### src/rtl/fdivsqrt_iter_ctrl.sv
// fdivsqrt_iter_ctrl: iteration controller (start pulse, busy enable, cycle count, held done) for the div/sqrt datapath
//
// Ports:
//   clk, resetn    clock, asynchronous active-low reset
//   FDivStartE     begin a divide/sqrt operation (accepted only in IDLE without FlushE)
//   SpecialCaseE   special operands: skip iterations, go straight to DONE
//   CyclesE        iteration count, sampled on accept (0 behaves as 1)
//   WZeroE         residual-is-zero flag; only used with FDIVSQRT_EARLY_TERM_EN
//   StallM         holds DONE while the Memory stage cannot take the result
//   FlushE         squash: forces IDLE and clears the counter
//   IFDivStartE    datapath initialization select (accept cycle only)
//   FDivBusyE      datapath register enable / pipeline stall
//   FDivDoneE      result valid
//   IterCnt        iterations remaining
//
// Optional feature macro: FDIVSQRT_EARLY_TERM_EN (early exit on zero residual).
module fdivsqrt_iter_ctrl #(
    parameter int CW = 8
) (
    input  logic          clk,
    input  logic          resetn,
    input  logic          FDivStartE,
    input  logic          SpecialCaseE,
    input  logic [CW-1:0] CyclesE,
    input  logic          WZeroE,
    input  logic          StallM,
    input  logic          FlushE,
    output logic          IFDivStartE,
    output logic          FDivBusyE,
    output logic          FDivDoneE,
    output logic [CW-1:0] IterCnt
);
    typedef enum logic [1:0] {IDLE, BUSY, DONE} state_t;
    state_t state;
    logic   go, accept, last;
    assign go     = (state == IDLE) & FDivStartE & ~FlushE;
    assign accept = go & ~SpecialCaseE;
`ifdef FDIVSQRT_EARLY_TERM_EN
    // The residual still holds its initial value on the first BUSY cycle, so WZeroE is ignored there.
    logic first;
    always_ff @(posedge clk or negedge resetn)
        if (!resetn) first <= 1'b0;
        else         first <= accept;
    assign last = (IterCnt <= CW'(1)) | (WZeroE & ~first);
`else
    logic unused_wzero;
    assign unused_wzero = WZeroE;
    assign last = IterCnt <= CW'(1);
`endif
    // Combinational outputs are gated by resetn so they read 0 for the whole time reset is held.
    assign IFDivStartE = resetn & accept;
    assign FDivBusyE   = resetn & (go | (state == BUSY));
    assign FDivDoneE   = resetn & (state == DONE);
    always_ff @(posedge clk or negedge resetn) begin
        if (!resetn) begin
            state   <= IDLE;
            IterCnt <= '0;
        end else if (FlushE) begin
            state   <= IDLE;
            IterCnt <= '0;
        end else begin
            case (state)
                IDLE: if (accept) begin
                    state   <= BUSY;
                    IterCnt <= (CyclesE == '0) ? CW'(1) : CyclesE;
                end else if (go) state <= DONE;
                BUSY: if (last) begin
                    state   <= DONE;
                    IterCnt <= '0;
                end else IterCnt <= IterCnt - CW'(1);
                DONE: if (!StallM) state <= IDLE;
                default: state <= IDLE;
            endcase
        end
    end
endmodule

### config.mk
export PLATFORM = sky130hd
export DESIGN_NAME = fdivsqrt_iter_ctrl
export DESIGN_NICKNAME = d
export VERILOG_FILES = /design/src/rtl/fdivsqrt_iter_ctrl.sv
export SDC_FILE = /design/constraint.sdc
export NUM_CORES = 1
export LEC_CHECK = 0
export CAP_MARGIN = 15
export CORE_MARGIN = 1.5
export CORE_UTILIZATION = 34
export DETAILED_ROUTE_END_ITERATION = 6
export PLACE_DENSITY = 0.71
export SLEW_MARGIN = 25
export SYNTH_ARGS = -nofsm -noshare
export SYNTH_HDL_FRONTEND = slang
export SYNTH_SLANG_ARGS = --single-unit
### constraint.sdc
create_clock -name clk -period 4.09 [get_ports clk]
set_input_delay 0.818 -clock clk [delete_from_list [all_inputs] [get_ports clk]]
set_output_delay 0.818 -clock clk [all_outputs]
set_load 0.02 [all_outputs]
==> results of run 1 <==
-- worst max-delay path by stage --
stage                  endpoint  cells past startpoint  startpoint  slack [ns]
finish              IFDivStartE                      6      FlushE        0.50
global route        IFDivStartE                      6      FlushE        0.38
CTS                 IFDivStartE                      6      FlushE        0.51
detailed placement  IFDivStartE                      6      FlushE        0.52
global placement    IFDivStartE                      6      FlushE        0.55
floorplan           IFDivStartE                      4      FlushE        1.55
-- cells in the mapped netlist, types with 2 or more instances --
master and count:
o21ai_0 5, inv_1 4, a221o_1 2, nor3_1 4
ha_1 2, nor4_1 2, a21oi_1 2, dfrtp_1 10
and3_1 3, or3_4 2, o22ai_1 5, nor3b_1 4
clkbuf_1 2, nor2_1 15, o2bb2ai_1 4, and3b_1 3
a41oi_1 2
-- logic make-up after synthesis --
family | after synthesis | synth area share [%]
AOI/OAI and AO/OA | 29 | 30.3
xor gates and xnor gates | 1 | 1.13
buffers and inverters | 7 | 3.54
DFF | 10 | 32.2
and+or+nand+nor | 40 | 29.6
adders and majority gates | 2 | 3.22
-- cells in the final DEF, fill, tap and decap left out, drive strengths merged, types with 3 or more instances in the layout --
| cell type | n |
|---|---|
| clkdlybuf4s50 | 24 |
| nor2 | 15 |
| dfrtp | 10 |
| o21ai | 5 |
| o22ai | 5 |
| inv | 4 |
| nor3b | 4 |
| nor3 | 4 |
| o2bb2ai | 4 |
| and3 | 3 |
| and3b | 3 |
| clkbuf | 3 |
| buf | 3 |
| or3 | 3 |
| a221o | 3 |
-- flip-flops by register name, indices dropped and copies added (netlist names) --
register,flops
state,2
IterCnt,8
-- power breakdown --
group	internal, mW	total (mW)	switching [mW]
clock network	0.0342	0.0745	0.0403
logic	0.209	0.455	0.245
registers	0.136	0.199	0.0627
-- per-layer routing --
layer  wire (um)  GRT usage [%]
met5           0              0
met4          52           8.11
met3         150           2.98
met2        1050           29.8
met1         995           25.8
-- area by class of cell --
| class | instances | area share [%] |
|---|---|---|
| multi-input cells | 72 | 46.0 |
| repair buffers | 27 | 24.2 |
| well taps | 28 | 3.23 |
| inverters | 4 | 1.38 |
| flip-flops and latches | 10 | 23.1 |
| clock buffers | 3 | 2.08 |
-- stage by stage --
stage	power [mW]	instance area (um2)	util (%)
2_1_floorplan	0.493	777	-
3_3_place_gp	0.639	1060	48.5
3_5_place_dp	0.648	1060	48.5
4_1_cts	0.726	1080	49.5
5_1_grt	0.782	1080	49.5
6_report	0.728	1080	49.5
==> impl_metrics.py, run 1 <==
metrics = {
    "cts": {
        "cts_resized": 0,
        "htree_num_levels": 1,
        "clock_latency_ns": 0.28,
        "cts_setup_buffers": 0,
        "tritoncts": "yes",
        "clkSinkCount": 10,
        "path_clk_slew_ns": 0.07,
        "root_buffer": "clkbuf_4",
        "cts_buffer_depth": 2,
        "holdBufCountCts": 0,
        "cts_buffers": 3,
    },
    "die": {
        "io_pins": 26,
        "die_area_um2": 2580,
        "core_um2": 2190,
        "num_rows": 17,
        "die_y_um": 50.8,
        "start_util_pct": 35.5,
        "die_w_um": 50.8,
    },
    "min_path": {
        "holdPathStages": 1,
        "hold_path.class": "reg2reg",
        "holdPathEnd": "IterCnt[7]",
        "hold_start": "IterCnt[7]",
    },
    "logic_synthesis": {
        "yosysTopAreaCellShare_pct": 32.2,
        "synth_ff_type": "dfrtp_1",
        "yosysWarnings": 0,
        "netlist_area_um2": 777,
        "synth-edff-count": 0,
        "yosys-top-cells-area": "dfrtp_1, nor2_1, o2bb2ai_1",
        "synth_cell_types": 35,
        "syn_area_per_cell_um2": 8.73,
        "synth_cells": 89,
        "ys_seq_area_share_pct": 32.2,
        "syn_nets": 106,
        "ys_async_sr_fraction_pct": 100,
        "ys_ff_latch": 10,
        "yosys.area.top_type": "dfrtp_1",
    },
    "global_routing": {
        "antenna_found_initial": 0,
        "grt_overflow_total": 0,
        "grt_pass1_wl_mm": 3.64,
        "grt_max_degree": 11,
        "first_global_vias": 761,
        "track_usage_pct": 19.0,
    },
    "finish": {
        "final_cells": 144,
        "syn2layout_area_growth_pct": 39.6,
        "multi_input_area_um2": 499,
        "fill_cells": 213,
        "fin_nets": 135,
        "seq_area_um2": 250,
        "n_antenna_cell": 0,
        "drive_above_1_share_pct": 10.3,
    },
    "placement": {
        "dpl.cell_count": 141,
        "place_congestion": 0.904,
        "hpwl_mm": 1.74,
        "place_ws_ns": 0.521,
        "io_buffers": 24,
    },
    "timing": {
        "whs_ns": 0.550,
        "worst_slack_ns": 0.496,
        "skew_ns": 0.00989,
        "max_clock_freq_ghz": 0.278,
        "final.setup.tns_ns": 0,
        "relSlewSlack_pct": 65.3,
        "worst_pin_slew_ns": 0.519,
        "period_needed_ns": 3.59,
        "rsz0062_at_grt": "false",
        "fin_crit_sh_pct": 87.9,
        "final_max_slew_viol_count": 0,
        "hold_viol_final": 0,
        "finalSetupViolCount": 0,
    },
    "setup_path": {
        "endpoint_kind": "output pin",
        "timing.rr.start": "IterCnt[0]",
        "crit_buf_inv": 2,
        "arrival_ns": 2.78,
        "regToRegSetupSlack_ns": 2.18,
        "reg2reg_to": "IterCnt[2]",
        "crit_fanout": 5,
        "max_stage_delay_ns": 0.60,
        "criticalPathCategory": "in2out",
        "startpoint_type": "input pin",
        "slowest_stage": "clkdlybuf4s50_1",
        "required_ns": 3.27,
        "crit_chain": "clkdlybuf4s50_1 > nor2_1 > o21ai_0 > nor2_1 > and2_1 > clkdlybuf4s50_1",
        "crit_family": "buffers and inverters",
        "reg2reg_depth": 6,
    },
    "drt": {
        "viasPerCell": 5.85,
        "dr.pass1.iters": 4,
        "drc_errors": 0,
        "post_drt_wl_per_cell_um": 15.6,
        "ant_nets": 0,
        "drt_iter0_drc": 25,
        "num_vias": 843,
        "wirelength_mm": 2.25,
    },
    "power": {
        "vdd_drop_max_mv": 0.349,
        "power_leakage_nw": 0.456,
        "powerDensity_nw_per_um2": 671,
    },
    "flow_run": {
        "drv_cap": 0,
    },
    "outcome": {
        "status": "finished clean",
    },
}
No activity file was read; power rests on OpenSTA's default activity.
==> run 2: changes to the inputs <==
--- a/config.mk
+++ b/config.mk
@@ -9,8 +9,10 @@
 export CORE_MARGIN = 1.5
 export CORE_UTILIZATION = 34
 export DETAILED_ROUTE_END_ITERATION = 6
+export GPL_TIMING_DRIVEN = 0
 export PLACE_DENSITY = 0.71
 export SLEW_MARGIN = 25
 export SYNTH_ARGS = -nofsm -noshare
 export SYNTH_HDL_FRONTEND = slang
 export SYNTH_SLANG_ARGS = --single-unit
+export TNS_END_PERCENT = 10
==> run 2 against run 1 <==
Net effect:
- first-iteration DRC count is 44% higher
- die area is the same
- global-route usage decreased by 1.7 points
- critical path depth unchanged
- combinational power increased by 2%
==> impl_metrics.py, run 2 (same netlist as run 1, synthesis figures left out) <==
metrics = {
    "outcome": {
        "status": "finished clean",
    },
    "drt": {
        "ant_nets": 0,
        "post_drt_wl_per_cell_um": 14.9,
        "drt_iter0_drc": 36,
        "num_vias": 828,
        "drc_errors": 0,
        "dr.pass1.iters": 4,
        "viasPerCell": 5.75,
        "wirelength_mm": 2.14,
    },
    "timing": {
        "period_needed_ns": 3.70,
        "max_clock_freq_ghz": 0.270,
        "hold_viol_final": 0,
        "final.setup.tns_ns": 0,
        "whs_ns": 0.556,
        "rsz0062_at_grt": "false",
        "relSlewSlack_pct": 61.3,
        "fin_crit_sh_pct": 90.4,
        "final_max_slew_viol_count": 0,
        "skew_ns": 0.00235,
        "finalSetupViolCount": 0,
        "worst_slack_ns": 0.392,
        "worst_pin_slew_ns": 0.575,
    },
    "setup_path": {
        "slowest_stage": "clkdlybuf4s50_1",
        "arrival_ns": 2.88,
        "reg2reg_depth": 6,
        "crit_chain": "clkdlybuf4s50_1 > nor2_1 > o21ai_0 > nor2_1 > and2_1 > clkdlybuf4s50_1",
        "required_ns": 3.27,
        "crit_fanout": 5,
        "criticalPathCategory": "in2out",
        "regToRegSetupSlack_ns": 2.20,
        "startpoint_type": "input pin",
        "endpoint_kind": "output pin",
        "max_stage_delay_ns": 0.60,
    },
    "placement": {
        "hpwl_mm": 1.65,
        "place_congestion": 0.852,
        "dpl.cell_count": 141,
        "postPlaceCellArea_um2": 1050,
        "io_buffers": 24,
        "place_ws_ns": 0.435,
    },
    "finish": {
        "regMostFlops": "IterCnt",
        "design_area_um2": 1070,
        "largest_registers": "IterCnt (8), state (2)",
        "n_antenna_cell": 0,
        "drive_above_1_share_pct": 8.62,
        "seq_area_um2": 250,
        "syn2layout_area_growth_pct": 38.3,
        "multi_input_area_um2": 499,
        "utilization_pct": 49.1,
        "fin_nets": 135,
        "final_common_cell": "clkdlybuf4s50_1",
        "mostFrequentLayoutCells": "clkdlybuf4s50_1, nor2_1, dfrtp_1",
        "final_cells": 144,
        "largest_register_ffs": 8,
        "fill_cells": 205,
    },
    "die": {
        "start_util_pct": 35.5,
        "io_pins": 26,
        "num_rows": 17,
        "die_y_um": 50.8,
        "core_um2": 2190,
        "die_w_um": 50.8,
        "die_area_um2": 2580,
    },
    "cts": {
        "holdBufCountCts": 0,
        "clkSinkCount": 10,
        "cts_setup_buffers": 0,
        "clock_latency_ns": 0.27,
        "path_clk_slew_ns": 0.06,
        "htree_num_levels": 1,
        "cts_resized": 0,
        "cts_buffer_depth": 2,
        "tritoncts": "yes",
        "cts_buffers": 3,
        "root_buffer": "clkbuf_4",
    },
    "min_path": {
        "holdPathStages": 1,
        "hold_path.class": "reg2reg",
    },
    "global_routing": {
        "antenna_found_initial": 0,
        "grt_pass1_wl_mm": 3.26,
        "grt_max_degree": 14,
        "track_usage_pct": 17.3,
        "first_global_vias": 713,
        "grt_overflow_total": 0,
    },
    "power": {
        "powerDensity_nw_per_um2": 670,
        "vdd_drop_max_mv": 0.334,
        "power_leakage_nw": 0.449,
        "fin_total_pwr_uw": 720,
    },
    "flow_run": {
        "drv_cap": 0,
    },
}
-- run 2: changes by cell type in the layout (fill, tap and decap cells not counted) --
cell / previous run / this run
buf_2: 0 / 1
buf_4: 3 / 0
clkbuf_1: 0 / 2
-- run 2: layer usage --
| layer | part of all wire, % | up-vias | GRT usage (%) |
|---|---|---|---|
| met1 | 47 | 394 | 24.7 |
| met5 | 0 | - | 0 |
| li1 | - | 403 | - |
| met4 | 1.1 | 0 | 4.05 |
| met3 | 5.2 | 4 | 5.36 |
| met2 | 46 | 27 | 25.2 |
-- run 2: final timing paths --
check / endpoint / startpoint
min: IterCnt[7] / IterCnt[7]
max in group asynchronous: state[1] / resetn
max reg2reg: IterCnt[2] / IterCnt[0]
min in group asynchronous: IterCnt[6] / resetn
min reg2reg: IterCnt[7] / IterCnt[7]
max: IFDivStartE / FlushE
-- run 2: critical path: cells and delay by family --
family	cells	cell delay, ns
AOI/OAI and AO/OA	1	0.32
buffers and inverters	2	1.02
and+or+nand+nor	3	0.71
-- run 2: layout make-up --
class | instances | area share [%]
inverter | 4 | 1.40
buffer | 3 | 1.16
sequential | 10 | 23.3
timing repair buffer | 24 | 22.4
clock buffer | 3 | 2.10
tap | 28 | 3.26
multi-input combinational | 72 | 46.4
-- run 2: power breakdown --
| group | switching, mW | internal [mW] |
|---|---|---|
| clock network | 0.0343 | 0.0341 |
| registers | 0.0510 | 0.137 |
| logic | 0.253 | 0.211 |
